### config.mk
export PLATFORM = sky130hd
export DESIGN_NAME = scsi_port_sequencer_flat
export DESIGN_NICKNAME = d
export VERILOG_FILES = /design/src/rtl/scsi_port_sequencer_if.sv /design/src/rtl/scsi_port_sequencer.sv /design/src/flat_wrapper.sv
export SDC_FILE = /design/constraint.sdc
export NUM_CORES = 1
export LEC_CHECK = 0
export BUFFER_PORTS_ARGS = -buffer_cell sky130_fd_sc_hd__buf_2
export CAP_MARGIN = 20
export CORE_MARGIN = 3
export CORE_UTILIZATION = 57
export CTS_BUF_LIST = sky130_fd_sc_hd__clkbuf_16
export DETAILED_ROUTE_END_ITERATION = 16
export PLACE_DENSITY = 0.81
export SLEW_MARGIN = 20
export SYNTH_ARGS = -nofsm -noshare
export SYNTH_HDL_FRONTEND = slang
export SYNTH_SLANG_ARGS = --single-unit
### constraint.sdc
create_clock -name SCLK -period 2.8 [get_ports SCLK]
set_clock_uncertainty 0.15 [all_clocks]
set_input_delay 0.42 -clock SCLK [delete_from_list [all_inputs] [get_ports SCLK]]
set_output_delay 0.42 -clock SCLK [all_outputs]
set_load 0.02 [all_outputs]
### src/rtl/scsi_port_sequencer_if.sv
// Bus bundle between the requesters (CPU decode / DMA engine) and the
// WD33C93A port sequencer, including the chip-side strobes.
interface scsi_port_sequencer_if;
    logic CPU_REQ;
    logic CPU_RW;
    logic DMA_REQ;
    logic DMA_RW;
    logic CSS_n;
    logic DACK_n;
    logic IOR_n;
    logic IOW_n;
    logic LATCH_EN;
    logic CPU_ACK;
    logic DMA_ACK;
    logic GRANT_DMA;
    logic BUSY;

    modport master (
        output CPU_REQ, CPU_RW, DMA_REQ, DMA_RW,
        input  CSS_n, DACK_n, IOR_n, IOW_n, LATCH_EN,
        input  CPU_ACK, DMA_ACK, GRANT_DMA, BUSY
    );

    modport slave (
        input  CPU_REQ, CPU_RW, DMA_REQ, DMA_RW,
        output CSS_n, DACK_n, IOR_n, IOW_n, LATCH_EN,
        output CPU_ACK, DMA_ACK, GRANT_DMA, BUSY
    );
endinterface

### src/rtl/scsi_port_sequencer.sv
// SCSI port (WD33C93A) access sequencer: round-robin arbitration between
// CPU register cycles and DMA data cycles, with programmable setup /
// strobe / hold timing. All outputs are registered.
module scsi_port_sequencer #(
    parameter int unsigned SETUP_CYC  = 1,
    parameter int unsigned STROBE_CYC = 3,
    parameter int unsigned HOLD_CYC   = 1,
    parameter int unsigned CNT_W      = 3
) (
    input  logic SCLK,
    input  logic RST,
    scsi_port_sequencer_if.slave bus
);

    typedef enum logic [2:0] {
        IDLE,
        SETUP,
        STROBE,
        HOLD,
        ACKWAIT
    } state_t;

    localparam logic [CNT_W-1:0] SETUP_LD  = CNT_W'(SETUP_CYC);
    localparam logic [CNT_W-1:0] STROBE_LD = CNT_W'(STROBE_CYC);
    localparam logic [CNT_W-1:0] HOLD_LD   = CNT_W'(HOLD_CYC);
    localparam logic [CNT_W-1:0] ONE       = CNT_W'(1);

    state_t           state, state_n;
    logic [CNT_W-1:0] cnt, cnt_n;
    logic             owner_dma, owner_dma_n;
    logic             rw, rw_n;
    logic             last_dma, last_dma_n;
    logic             done;
    logic             pick_dma;

    logic css_n_d, dack_n_d, ior_n_d, iow_n_d, latch_d;
    logic cpu_ack_d, dma_ack_d, grant_d, busy_d;
    logic phase;

    // State register: FSM state, phase counter, latched owner/direction.
    always_ff @(posedge SCLK or posedge RST) begin
        if (RST) begin
            state     <= IDLE;
            cnt       <= '0;
            owner_dma <= 1'b0;
            rw        <= 1'b0;
            last_dma  <= 1'b1;
        end else begin
            state     <= state_n;
            cnt       <= cnt_n;
            owner_dma <= owner_dma_n;
            rw        <= rw_n;
            last_dma  <= last_dma_n;
        end
    end

    // Next-state logic: arbitration in IDLE, phase counting, completion.
    always_comb begin
        state_n     = state;
        cnt_n       = cnt;
        owner_dma_n = owner_dma;
        rw_n        = rw;
        last_dma_n  = last_dma;
        done        = 1'b0;
        pick_dma    = 1'b0;
        unique case (state)
            IDLE: begin
                // The DMA_ACK cycle is never a grant cycle, so a held
                // DMA_REQ always sees one full IDLE cycle between transfers.
                if (!bus.DMA_ACK && (bus.CPU_REQ || bus.DMA_REQ)) begin
                    pick_dma    = bus.DMA_REQ && (!bus.CPU_REQ || !last_dma);
                    owner_dma_n = pick_dma;
                    rw_n        = pick_dma ? bus.DMA_RW : bus.CPU_RW;
                    last_dma_n  = pick_dma;
                    if (SETUP_CYC != 0) begin
                        state_n = SETUP;
                        cnt_n   = SETUP_LD;
                    end else begin
                        state_n = STROBE;
                        cnt_n   = STROBE_LD;
                    end
                end
            end
            SETUP: begin
                if (cnt == ONE) begin
                    state_n = STROBE;
                    cnt_n   = STROBE_LD;
                end else begin
                    cnt_n = cnt - ONE;
                end
            end
            STROBE: begin
                if (cnt == ONE) begin
                    if (HOLD_CYC != 0) begin
                        state_n = HOLD;
                        cnt_n   = HOLD_LD;
                    end else begin
                        done = 1'b1;
                    end
                end else begin
                    cnt_n = cnt - ONE;
                end
            end
            HOLD: begin
                if (cnt == ONE) begin
                    done = 1'b1;
                end else begin
                    cnt_n = cnt - ONE;
                end
            end
            ACKWAIT: begin
                if (!bus.CPU_REQ) begin
                    state_n = IDLE;
                end
            end
            default: begin
                state_n = IDLE;
            end
        endcase
        if (done) begin
            state_n = owner_dma ? IDLE : ACKWAIT;
            cnt_n   = '0;
        end
    end

    // Output decode from the next state so every output is a register.
    always_comb begin
        phase     = (state_n == SETUP) || (state_n == STROBE) || (state_n == HOLD);
        css_n_d   = !(phase && !owner_dma_n);
        dack_n_d  = !(phase && owner_dma_n);
        ior_n_d   = !((state_n == STROBE) && rw_n);
        iow_n_d   = !((state_n == STROBE) && !rw_n);
        latch_d   = (state_n == STROBE) && rw_n && (cnt_n == ONE);
        cpu_ack_d = (state_n == ACKWAIT);
        dma_ack_d = done && owner_dma;
        grant_d   = phase && owner_dma_n;
        busy_d    = (state_n != IDLE);
    end

    // Output registers.
    always_ff @(posedge SCLK or posedge RST) begin
        if (RST) begin
            bus.CSS_n     <= 1'b1;
            bus.DACK_n    <= 1'b1;
            bus.IOR_n     <= 1'b1;
            bus.IOW_n     <= 1'b1;
            bus.LATCH_EN  <= 1'b0;
            bus.CPU_ACK   <= 1'b0;
            bus.DMA_ACK   <= 1'b0;
            bus.GRANT_DMA <= 1'b0;
            bus.BUSY      <= 1'b0;
        end else begin
            bus.CSS_n     <= css_n_d;
            bus.DACK_n    <= dack_n_d;
            bus.IOR_n     <= ior_n_d;
            bus.IOW_n     <= iow_n_d;
            bus.LATCH_EN  <= latch_d;
            bus.CPU_ACK   <= cpu_ack_d;
            bus.DMA_ACK   <= dma_ack_d;
            bus.GRANT_DMA <= grant_d;
            bus.BUSY      <= busy_d;
        end
    end

endmodule

### src/flat_wrapper.sv
// flat-port wrapper written by rule: the top's interface ports become plain ports
module scsi_port_sequencer_flat 
#(
    parameter int unsigned SETUP_CYC  = 1,
    parameter int unsigned STROBE_CYC = 3,
    parameter int unsigned HOLD_CYC   = 1,
    parameter int unsigned CNT_W      = 3
)
  (SCLK, RST, bus_CPU_REQ, bus_CPU_RW, bus_DMA_REQ, bus_DMA_RW, bus_CSS_n, bus_DACK_n, bus_IOR_n, bus_IOW_n, bus_LATCH_EN, bus_CPU_ACK, bus_DMA_ACK, bus_GRANT_DMA, bus_BUSY);
  scsi_port_sequencer_if bus_i ();
  input  logic SCLK;
  input  logic RST;
  input wire logic [$bits(bus_i.CPU_REQ)-1:0] bus_CPU_REQ;
  input wire logic [$bits(bus_i.CPU_RW)-1:0] bus_CPU_RW;
  input wire logic [$bits(bus_i.DMA_REQ)-1:0] bus_DMA_REQ;
  input wire logic [$bits(bus_i.DMA_RW)-1:0] bus_DMA_RW;
  output wire logic [$bits(bus_i.CSS_n)-1:0] bus_CSS_n;
  output wire logic [$bits(bus_i.DACK_n)-1:0] bus_DACK_n;
  output wire logic [$bits(bus_i.IOR_n)-1:0] bus_IOR_n;
  output wire logic [$bits(bus_i.IOW_n)-1:0] bus_IOW_n;
  output wire logic [$bits(bus_i.LATCH_EN)-1:0] bus_LATCH_EN;
  output wire logic [$bits(bus_i.CPU_ACK)-1:0] bus_CPU_ACK;
  output wire logic [$bits(bus_i.DMA_ACK)-1:0] bus_DMA_ACK;
  output wire logic [$bits(bus_i.GRANT_DMA)-1:0] bus_GRANT_DMA;
  output wire logic [$bits(bus_i.BUSY)-1:0] bus_BUSY;
  assign bus_i.CPU_REQ = bus_CPU_REQ;
  assign bus_i.CPU_RW = bus_CPU_RW;
  assign bus_i.DMA_REQ = bus_DMA_REQ;
  assign bus_i.DMA_RW = bus_DMA_RW;
  assign bus_CSS_n = bus_i.CSS_n;
  assign bus_DACK_n = bus_i.DACK_n;
  assign bus_IOR_n = bus_i.IOR_n;
  assign bus_IOW_n = bus_i.IOW_n;
  assign bus_LATCH_EN = bus_i.LATCH_EN;
  assign bus_CPU_ACK = bus_i.CPU_ACK;
  assign bus_DMA_ACK = bus_i.DMA_ACK;
  assign bus_GRANT_DMA = bus_i.GRANT_DMA;
  assign bus_BUSY = bus_i.BUSY;
  scsi_port_sequencer #(.SETUP_CYC(SETUP_CYC), .STROBE_CYC(STROBE_CYC), .HOLD_CYC(HOLD_CYC), .CNT_W(CNT_W)) u_core (.SCLK(SCLK), .RST(RST), .bus(bus_i));
endmodule
# Word-level counts from Yosys, hierarchy flattened
# Cells that the tools add are included.
# totals
out_inout_bits	9
reg_bits	18
word_cells	69
# classes
n_reduce_logical	24
addsub	1
n_eq_ne	10
mux	20
# ops
cell	n
$mux W3	11
$pmux W3 S5	1
$eq A3 B1 Y1 const B	4
$eq A3 B2 Y1 const B	4
$pmux W3 S4	1
$logic_not A1 Y1	9
$logic_and A1 B1 Y1	8
$mux W1	7
$eq A3 B3 Y1 const B	2
$logic_or A1 B1 Y1	4
$logic_not A3 Y1	1
$reduce_bool A3 Y1	1
$sub A3 B1 Y3 const B	1
$reduce_and A2 Y1	1

# Longest topological paths before layout
# Gate-level depths: netlist (run 1).
# depth
word_depth	10
ltp_mapped	9
ltp_nobuf	9

# Worst setup path before layout (run 1)
# Ideal clock, no wire load.
# synth_timing
path_kind	reg-to-reg
from	reg u_core.cnt[1]
to	reg u_core.bus.LATCH_EN
synth_period_minus_slack_ns	1.931
setup_slack_ns	0.869
setup_time_ns	0.105
arrival_ns	1.676
required_ns	2.545
stages_incl_launch_ff	10
path_cell_list	dfrtp_1 > inv_1 > ha_1 > nor2b_1 > inv_1 > ha_1 > nand2_1 > o22ai_1 > a211oi_1 > nor4b_1
# synth_via
elab_chain_cells	7
# synth_lines
item	line	rtl
start, declared	scsi_port_sequencer.sv:29	logic [CNT_W-1:0] cnt, cnt_n;
start signal, assigned	scsi_port_sequencer.sv:50	cnt <= cnt_n;
branches (longest 6 deep; another with $sub A3 B1 Y3)	n/a	
$logic_and A1 B1 Y1 (*)	scsi_port_sequencer.sv:133	latch_d = (state_n == STROBE) && rw_n && (cnt_n == ONE);
named net u_core.latch_d	scsi_port_sequencer.sv:36	logic css_n_d, dack_n_d, ior_n_d, iow_n_d, latch_d;
end signal, assigned	scsi_port_sequencer.sv:157	bus.LATCH_EN <= latch_d;
end, declared	scsi_port_sequencer_if.sv:26	output CSS_n, DACK_n, IOR_n, IOW_n, LATCH_EN,
# Mark *: on every way through the listed nets, which the timed path passes.
# A chain may end at the register's enable or synchronous reset.

# Worst setup path after layout (run 1)
# Same ends and word-level chain as after synthesis.

==> run summary, run 1 <==
OUTCOME
------------------------------------------------------------------------------------------------------
Run status                                                                                finished clean

WORST SETUP PATH
------------------------------------------------------------------------------------------------------
Startpoint of the most critical register-to-register path                                 u_core.cnt[1]$_DFF_PP0_
Setup slack of the most critical reg-to-reg path                                               0.58 ns
Buf+Inv Stages, Crit Path                                                                            2
Crit path max-delay cell type                                                                  dfrtp_1
Max incr delay on CP                                                                           0.37 ns
Kind of critical path                                                                          reg2reg
Largest driver fanout on the critical path                                                           4
Critical path cell sequence                                                               inv_1 -> ha_1 -> nor2b_1 -> inv_1 -> ha_1 -> nand2_1 -> o22ai_1 -> a211oi_1 -> nor4b_1
Worst reg2reg path endpoint                                                               u_core.bus.LATCH_EN$_DFF_PP0_
Type of element launching the critical path                                                       flop
CP required                                                                                    2.78 ns
Cell family with most CP delay                                                            simple AND/OR/NAND/NOR gates
Worst Setup End Kind                                                                              flop
Worst R2R Path Depth                                                                                 9
Arrival time at the worst endpoint                                                             2.20 ns

GLOBAL ROUTE
------------------------------------------------------------------------------------------------------
Antenna violations before repair                                                                     0
Total congestion overflow                                                                            0
Wire length of the first global-routing pass                                                   2620 um
Overall global routing resource usage                                                            0.181
Largest net degree at the start of global routing                                                   19
Via count of the first global-routing pass                                                         601

STA
------------------------------------------------------------------------------------------------------
Final-report setup violation count                                                                   0
Worst-case headroom to the max-slew limit                                                        0.568
Final Hold Violating Endpoints                                                                       0
Setup total negative slack                                                                        0 ns
Maximum frequency from static timing analysis                                                0.451 GHz
Slew of the pin with the lowest slew margin                                                   0.644 ns
Unrepaired setup endpoints after global routing                                                     no
Shortest clock period the worst path allows after layout                                       2.22 ns
Max-slew violations                                                                                  0
Share of the clock period used by the worst path                                                 0.791

CLOCK NETWORK
------------------------------------------------------------------------------------------------------
TritonCTS Sinks                                                                                     18
Post-CTS repair timing setup buffer count                                                            0
Root buf cell                                                                                clkbuf_16
Clock transition at the register clock pins on the worst setup and hold paths after CTS        0.05 ns
Clock insertion delay at the later pin of the skew report                                      0.24 ns
H-tree depth                                                                                         1
Cells resized by post-CTS repair                                                                     0
Number of buffers inserted by hold repair at cts                                                     0
Buffers from clock root to sink, at most                                                             2
Clock tree from TritonCTS                                                                          yes
Number of buffers created by CTS                                                                     3

POWER
------------------------------------------------------------------------------------------------------
Leakage dissipation                                                                           0.481 nW
VDD IR max                                                                                    0.642 mV
Power density relative to cell area                                                       1260 mW/mm^2

YOSYS
------------------------------------------------------------------------------------------------------
Most used flip-flop cell after synthesis                                                       dfrtp_1
Synthesized area per cell                                                                    11.2 um^2
Commonest cells in the synthesized netlist                                                13 x dfrtp_1, 6 x inv_1, 6 x nor2_1
Top post-synthesis cells by area                                                          dfrtp_1 37%, dfstp_2 15%, ha_1 4.2%
Portion of synthesized cell area occupied by the leading cell type                               0.368
Fraction of registers with async set/reset                                                        1.00
Largest area contributor in the netlist                                                        dfrtp_1
Most frequent cell after synthesis                                                             dfrtp_1
Number of warnings issued by yosys                                                                   0
Count of different cell masters after synthesis                                                     32
Synth Cell Area                                                                               885 um^2
Number of storage elements in the synthesis netlist                                                 18
Number of nets produced by synthesis                                                                88
Number of flops mapped to enable cells by yosys                                                      0
Share of synthesized area occupied by flip-flops and latches                                     0.516
Synthesized instance count                                                                          79

ROUTE
------------------------------------------------------------------------------------------------------
Routed wire per std cell                                                                       14.2 um
Total number of vias                                                                               618
First-pass DRT Iterations                                                                            4
Number of DRC violations after detailed-routing iteration 0                                         13
Post-route antenna net violation count                                                               0
Drt via density                                                                                   5.67
DRC violation count after routing                                                                    0
Wire length after detailed routing                                                             1550 um

PLACED DESIGN
------------------------------------------------------------------------------------------------------
DP Area                                                                                       952 um^2
Hpwl dp                                                                                        1110 um
Number of buffer cells added on primary ports                                                       14
Final RePlAce weighted congestion                                                                0.908

DIE
------------------------------------------------------------------------------------------------------
Number of standard-cell rows in the floorplan                                                       13
Effective utilization at floorplan                                                               0.640
I/O pin cnt                                                                                         15
Core Box Area                                                                             0.00138 mm^2
Die outline width                                                                              45.4 um
Die extent in y                                                                                45.4 um
Area of the die                                                                           0.00206 mm^2

CELLS AND AREA
------------------------------------------------------------------------------------------------------
Count of inserted antenna diode cells                                                                0
P&R area growth vs syn                                                                           16.5%
Share of post-route cells with drive strength above 1                                            0.298
Final Net Count                                                                                    104
Finished Cell Area                                                                        0.00103 mm^2
Registers with the most flip-flops                                                        u_core.cnt: 3 flops, u_core.state: 3 flops

HOLD PATH
------------------------------------------------------------------------------------------------------
Class of the most critical hold timing path                                                   in2async

RUN
------------------------------------------------------------------------------------------------------
Maxcap violations                                                                                    0

layer usage:
metal  global-route usage  routed length (um)  vias up
met5                    0                   0        -
met1                0.231                 679      290
met2                0.290                 757       17
met3               0.0593                 102        2
met4               0.0526                  10        0
li1                     -                   -      309
cells in the final DEF, fill, tap and decap left out, drive strengths merged, types with 2 or more instances in the layout:
master and n:
buf 14, dfrtp 13, nor2 6, inv 6, o21ai 5, dfstp 5
nor3b 3, nor2b 3, nand2 3, and2 3, ha 3, clkbuf 3
a32o 2, o21bai 2, mux2i 2, nor4b 2, a21oi 2, a211oi 2
mux2 2
final cells by class:
| class | count | area [um^2] |
|---|---|---|
| clock buffers | 3 | 75.1 |
| flip-flops and latches | 18 | 457 |
| repair buffers | 14 | 70.1 |
| fillers | 109 | 352 |
| multi-input cells | 52 | 384 |
| well taps | 15 | 18.8 |
| clock inverters | 1 | 3.75 |
| inverters | 6 | 22.5 |
where the power goes:
group / switching [mW] / total [mW] / internal [mW]
Clock: 0.0864 / 0.276 / 0.189
Combinational: 0.289 / 0.532 / 0.243
Sequential: 0.0979 / 0.487 / 0.389
Total: 0.473 / 1.29 / 0.821
per-stage QoR:
step	setup WS (ns)	power, mW	utilization	hold slack (ns)	instances
2_1_floorplan	0.869	0.906	-	0.205	79
3_3_place_gp	0.744	1.00	0.689	0.336	105
3_5_place_dp	0.617	1.02	0.689	0.353	105
4_1_cts	0.550	1.31	0.746	0.125	109
5_1_grt	0.406	1.39	0.746	0.143	109
6_report	0.584	1.29	0.746	0.105	109
cells by family after synthesis:
family | count (synthesis) | share of synthesized area
simple gates | 24 | 0.170
compound gates | 20 | 0.160
fa+ha+maj | 3 | 0.0424
mux | 4 | 0.0523
flops | 18 | 0.516
buf+inv | 9 | 0.0495
xor+xnor | 1 | 0.00990
worst max path at each step:
stage                                               end                    start  slack (ns)  depth (start not counted)
final                     u_core.bus.LATCH_EN$_DFF_PP0_  u_core.cnt[1]$_DFF_PP0_        0.58                          9
after CTS                 u_core.bus.LATCH_EN$_DFF_PP0_  u_core.cnt[1]$_DFF_PP0_        0.55                          9
after detailed placement  u_core.bus.LATCH_EN$_DFF_PP0_  u_core.cnt[1]$_DFF_PP0_        0.62                          9
after global routing      u_core.bus.LATCH_EN$_DFF_PP0_  u_core.cnt[1]$_DFF_PP0_        0.41                          9
after floorplan           u_core.bus.LATCH_EN$_DFF_PP0_  u_core.cnt[1]$_DFF_PP0_        0.87                          9
after global placement    u_core.bus.LATCH_EN$_DFF_PP0_  u_core.cnt[1]$_DFF_PP0_        0.74                          9
Note: power is estimated with default switching activity, not from simulation.
==> run 2, diff against run 1 <==
--- a/config.mk
+++ b/config.mk
@@ -8,10 +8,10 @@
 export BUFFER_PORTS_ARGS = -buffer_cell sky130_fd_sc_hd__buf_2
 export CAP_MARGIN = 20
 export CORE_MARGIN = 3
-export CORE_UTILIZATION = 57
+export CORE_UTILIZATION = 53
 export CTS_BUF_LIST = sky130_fd_sc_hd__clkbuf_16
 export DETAILED_ROUTE_END_ITERATION = 16
-export PLACE_DENSITY = 0.81
+export PLACE_DENSITY = 0.76
 export SLEW_MARGIN = 20
 export SYNTH_ARGS = -nofsm -noshare
 export SYNTH_HDL_FRONTEND = slang
==> constraint.sdc (replaced) <==
create_clock -name SCLK -period 2.1 [get_ports SCLK]
set_clock_uncertainty 0.15 [all_clocks]
set_input_delay 0.315 -clock SCLK [delete_from_list [all_inputs] [get_ports SCLK]]
set_output_delay 0.315 -clock SCLK [all_outputs]
set_load 0.02 [all_outputs]
==> run summary, run 2 (synthesis results as in run 1) <==
CLOCK NETWORK
------------------------------------------------------------------------------------------------------
Number of buffers created by CTS                                                                     3
TritonCTS Sinks                                                                                     18
Clock tree from TritonCTS                                                                          yes
H-tree depth                                                                                         1
Buffers from clock root to sink, at most                                                             2
Clock insertion delay at the later pin of the skew report                                      0.25 ns
Clock transition at the register clock pins on the worst setup and hold paths after CTS        0.05 ns
Root buf cell                                                                                clkbuf_16

GLOBAL ROUTE
------------------------------------------------------------------------------------------------------
M3 GR Usage                                                                                     0.0383
Via count of the first global-routing pass                                                         638
Routing layer with the top usage in global route                                                  met2
Antenna violations before repair                                                                     0
Total congestion overflow                                                                            0
Wire length of the first global-routing pass                                                   2700 um
GRT met2 Usage                                                                                   0.268
Fraction of met1 tracks used by global routing                                                   0.217
Largest net degree at the start of global routing                                                   19
Overall global routing resource usage                                                            0.181

PLACED DESIGN
------------------------------------------------------------------------------------------------------
DP Area                                                                                       998 um^2
Number of buffer cells added on primary ports                                                       14
Hpwl dp                                                                                        1190 um
Final RePlAce weighted congestion                                                                0.776

WORST SETUP PATH
------------------------------------------------------------------------------------------------------
CP required                                                                                    2.09 ns
Startpoint of the most critical register-to-register path                                 u_core.cnt[1]$_DFF_PP0_
Largest driver fanout on the critical path                                                           3
Launching element of the worst setup path                                                 u_core.cnt[1]$_DFF_PP0_
Arrival time at the worst endpoint                                                             1.94 ns
Type of element launching the critical path                                                       flop
Critical path cell sequence                                                               inv_1 -> ha_1 -> nor2b_2 -> inv_1 -> ha_1 -> nand2_1 -> o22ai_2 -> a211oi_1 -> nor4b_1
Worst Setup End Kind                                                                              flop
Crit path max-delay cell type                                                                  dfrtp_1
Max incr delay on CP                                                                           0.37 ns
Setup slack of the most critical reg-to-reg path                                               0.15 ns
Kind of critical path                                                                          reg2reg

STA
------------------------------------------------------------------------------------------------------
Shortest clock period the worst path allows after layout                                       1.95 ns
Slew of the pin with the lowest slew margin                                                   0.644 ns
Unrepaired setup endpoints after global routing                                                     no
Worst-case headroom to the max-slew limit                                                        0.570
Worst Hold Slack                                                                           -0.00159 ns
Maximum frequency from static timing analysis                                                0.512 GHz
Share of the clock period used by the worst path                                                 0.931
Final Hold Violating Endpoints                                                                       8
Final-report setup violation count                                                                   0
Max-slew violations                                                                                  0
Setup total negative slack                                                                        0 ns

RUN
------------------------------------------------------------------------------------------------------
Maxcap violations                                                                                    0

ROUTE
------------------------------------------------------------------------------------------------------
Number of DRC violations after detailed-routing iteration 0                                         14
DRC violation count after routing                                                                    0
Post-route antenna net violation count                                                               0
Wire length after detailed routing                                                             1740 um
First-pass DRT Iterations                                                                            4
Drt via density                                                                                   5.88
Total number of vias                                                                               682
Routed wire per std cell                                                                       15.0 um

CELLS AND AREA
------------------------------------------------------------------------------------------------------
Most used cells in the layout excluding fill and tap cells                                14 x buf_2, 13 x dfrtp_1, 6 x nor2_1, 6 x inv_1, 6 x buf_4
Commonest non-fill, non-tap cell in the layout                                                   buf_2
Share of post-route cells with drive strength above 1                                            0.370
Registers with the most flip-flops                                                        u_core.cnt: 3 flops, u_core.state: 3 flops
Final Net Count                                                                                    110
Finished Cell Area                                                                        0.00109 mm^2
P&R area growth vs syn                                                                           23.3%
Count of inserted antenna diode cells                                                                0
Final Util                                                                                       0.708

POWER
------------------------------------------------------------------------------------------------------
VDD IR max                                                                                    0.900 mV
Proportion of power drawn by flip-flops and latches                                              0.336
Switching power total                                                                           682 uW
Power density relative to cell area                                                       1700 mW/mm^2
Int Power                                                                                      1.17 mW
Leakage dissipation                                                                           0.516 nW
Clock network power share                                                                        0.202
Net Sw Frac                                                                                      0.368
Combinational power share                                                                        0.463

DIE
------------------------------------------------------------------------------------------------------
Area of the die                                                                           0.00220 mm^2
Die outline width                                                                              46.9 um
Die extent in y                                                                                46.9 um
Effective utilization at floorplan                                                               0.574
Number of standard-cell rows in the floorplan                                                       14
I/O pin cnt                                                                                         15
Core Box Area                                                                             0.00154 mm^2

OUTCOME
------------------------------------------------------------------------------------------------------
Violations in the final reports                                                            hold timing
Run status                                                                                finished with violations

HOLD PATH
------------------------------------------------------------------------------------------------------
Class of the most critical hold timing path                                                   in2async

-- run 2: final timing paths --
| path | endpoint | cells after the start |
|---|---|---|
| worst min register to register | u_core.bus.DMA_ACK$_DFF_PP0_ | 1 |
| worst max-delay path | u_core.bus.LATCH_EN$_DFF_PP0_ | 9 |
| max in group asynchronous | u_core.cnt[1]$_DFF_PP0_ | 2 |
| worst max register to register | u_core.bus.LATCH_EN$_DFF_PP0_ | 9 |
| min in group SCLK | u_core.rw$_DFF_PP0_ | 3 |
| worst min-delay path | u_core.bus.GRANT_DMA$_DFF_PP0_ | 2 |
-- run 2: repair_timing --
item	CTS	global route
setup endpoints to repair	0	1
hold buffers	0	0
setup buffers	0	0
resized for setup	0	3
-- run 2: cell type report --
| cell class | count | area [um^2] |
|---|---|---|
| inverters | 6 | 22.5 |
| multi-input cells | 52 | 398 |
| repair buffers | 20 | 115 |
| flip-flops and latches | 18 | 457 |
| clock buffers | 3 | 75.1 |
| clock inverters | 1 | 3.75 |
| well taps | 16 | 20.0 |
| fillers | 109 | 450 |
-- run 2: metal layers --
| metal | part of all wire | up-vias |
|---|---|---|
| li1 | - | 321 |
| met1 | 0.45 | 325 |
| met2 | 0.46 | 29 |
| met3 | 0.051 | 7 |
| met4 | 0.040 | 0 |
| met5 | 0 | - |
-- run 2: power by group through the flow --
| stage | clock, mW | combinational [mW] | sequential, mW |
|---|---|---|---|
| final | 0.374 | 0.858 | 0.622 |
| after global routing | 0.395 | 0.949 | 0.641 |
| after CTS | 0.381 | 0.828 | 0.616 |
| after detailed placement | 0 | 0.815 | 0.619 |
| after global placement | 0 | 0.785 | 0.616 |
| after floorplan | 0 | 0.547 | 0.660 |
-- run 2: worst max-delay path, delay by kind of cell, from the launching register on --
family | cells | cell delay, ns
simple gates | 3 | 0.52
fa+ha+maj | 2 | 0.45
flops | 1 | 0.37
compound gates | 2 | 0.19
buf+inv | 2 | 0.15
-- run 2: per-stage QoR --
stage / hold WS, ns / std cells / setup slack (ns) / total power [mW]
CTS: 0.0138 / 116 / 0.107 / 1.82
floorplan: 0.0999 / 79 / 0.169 / 1.21
finish: -0.00159 / 116 / 0.145 / 1.85
detailed placement: 0.278 / 112 / 0.132 / 1.43
global route: 0.0314 / 116 / 0.0182 / 1.98
global placement: 0.272 / 112 / 0.204 / 1.40
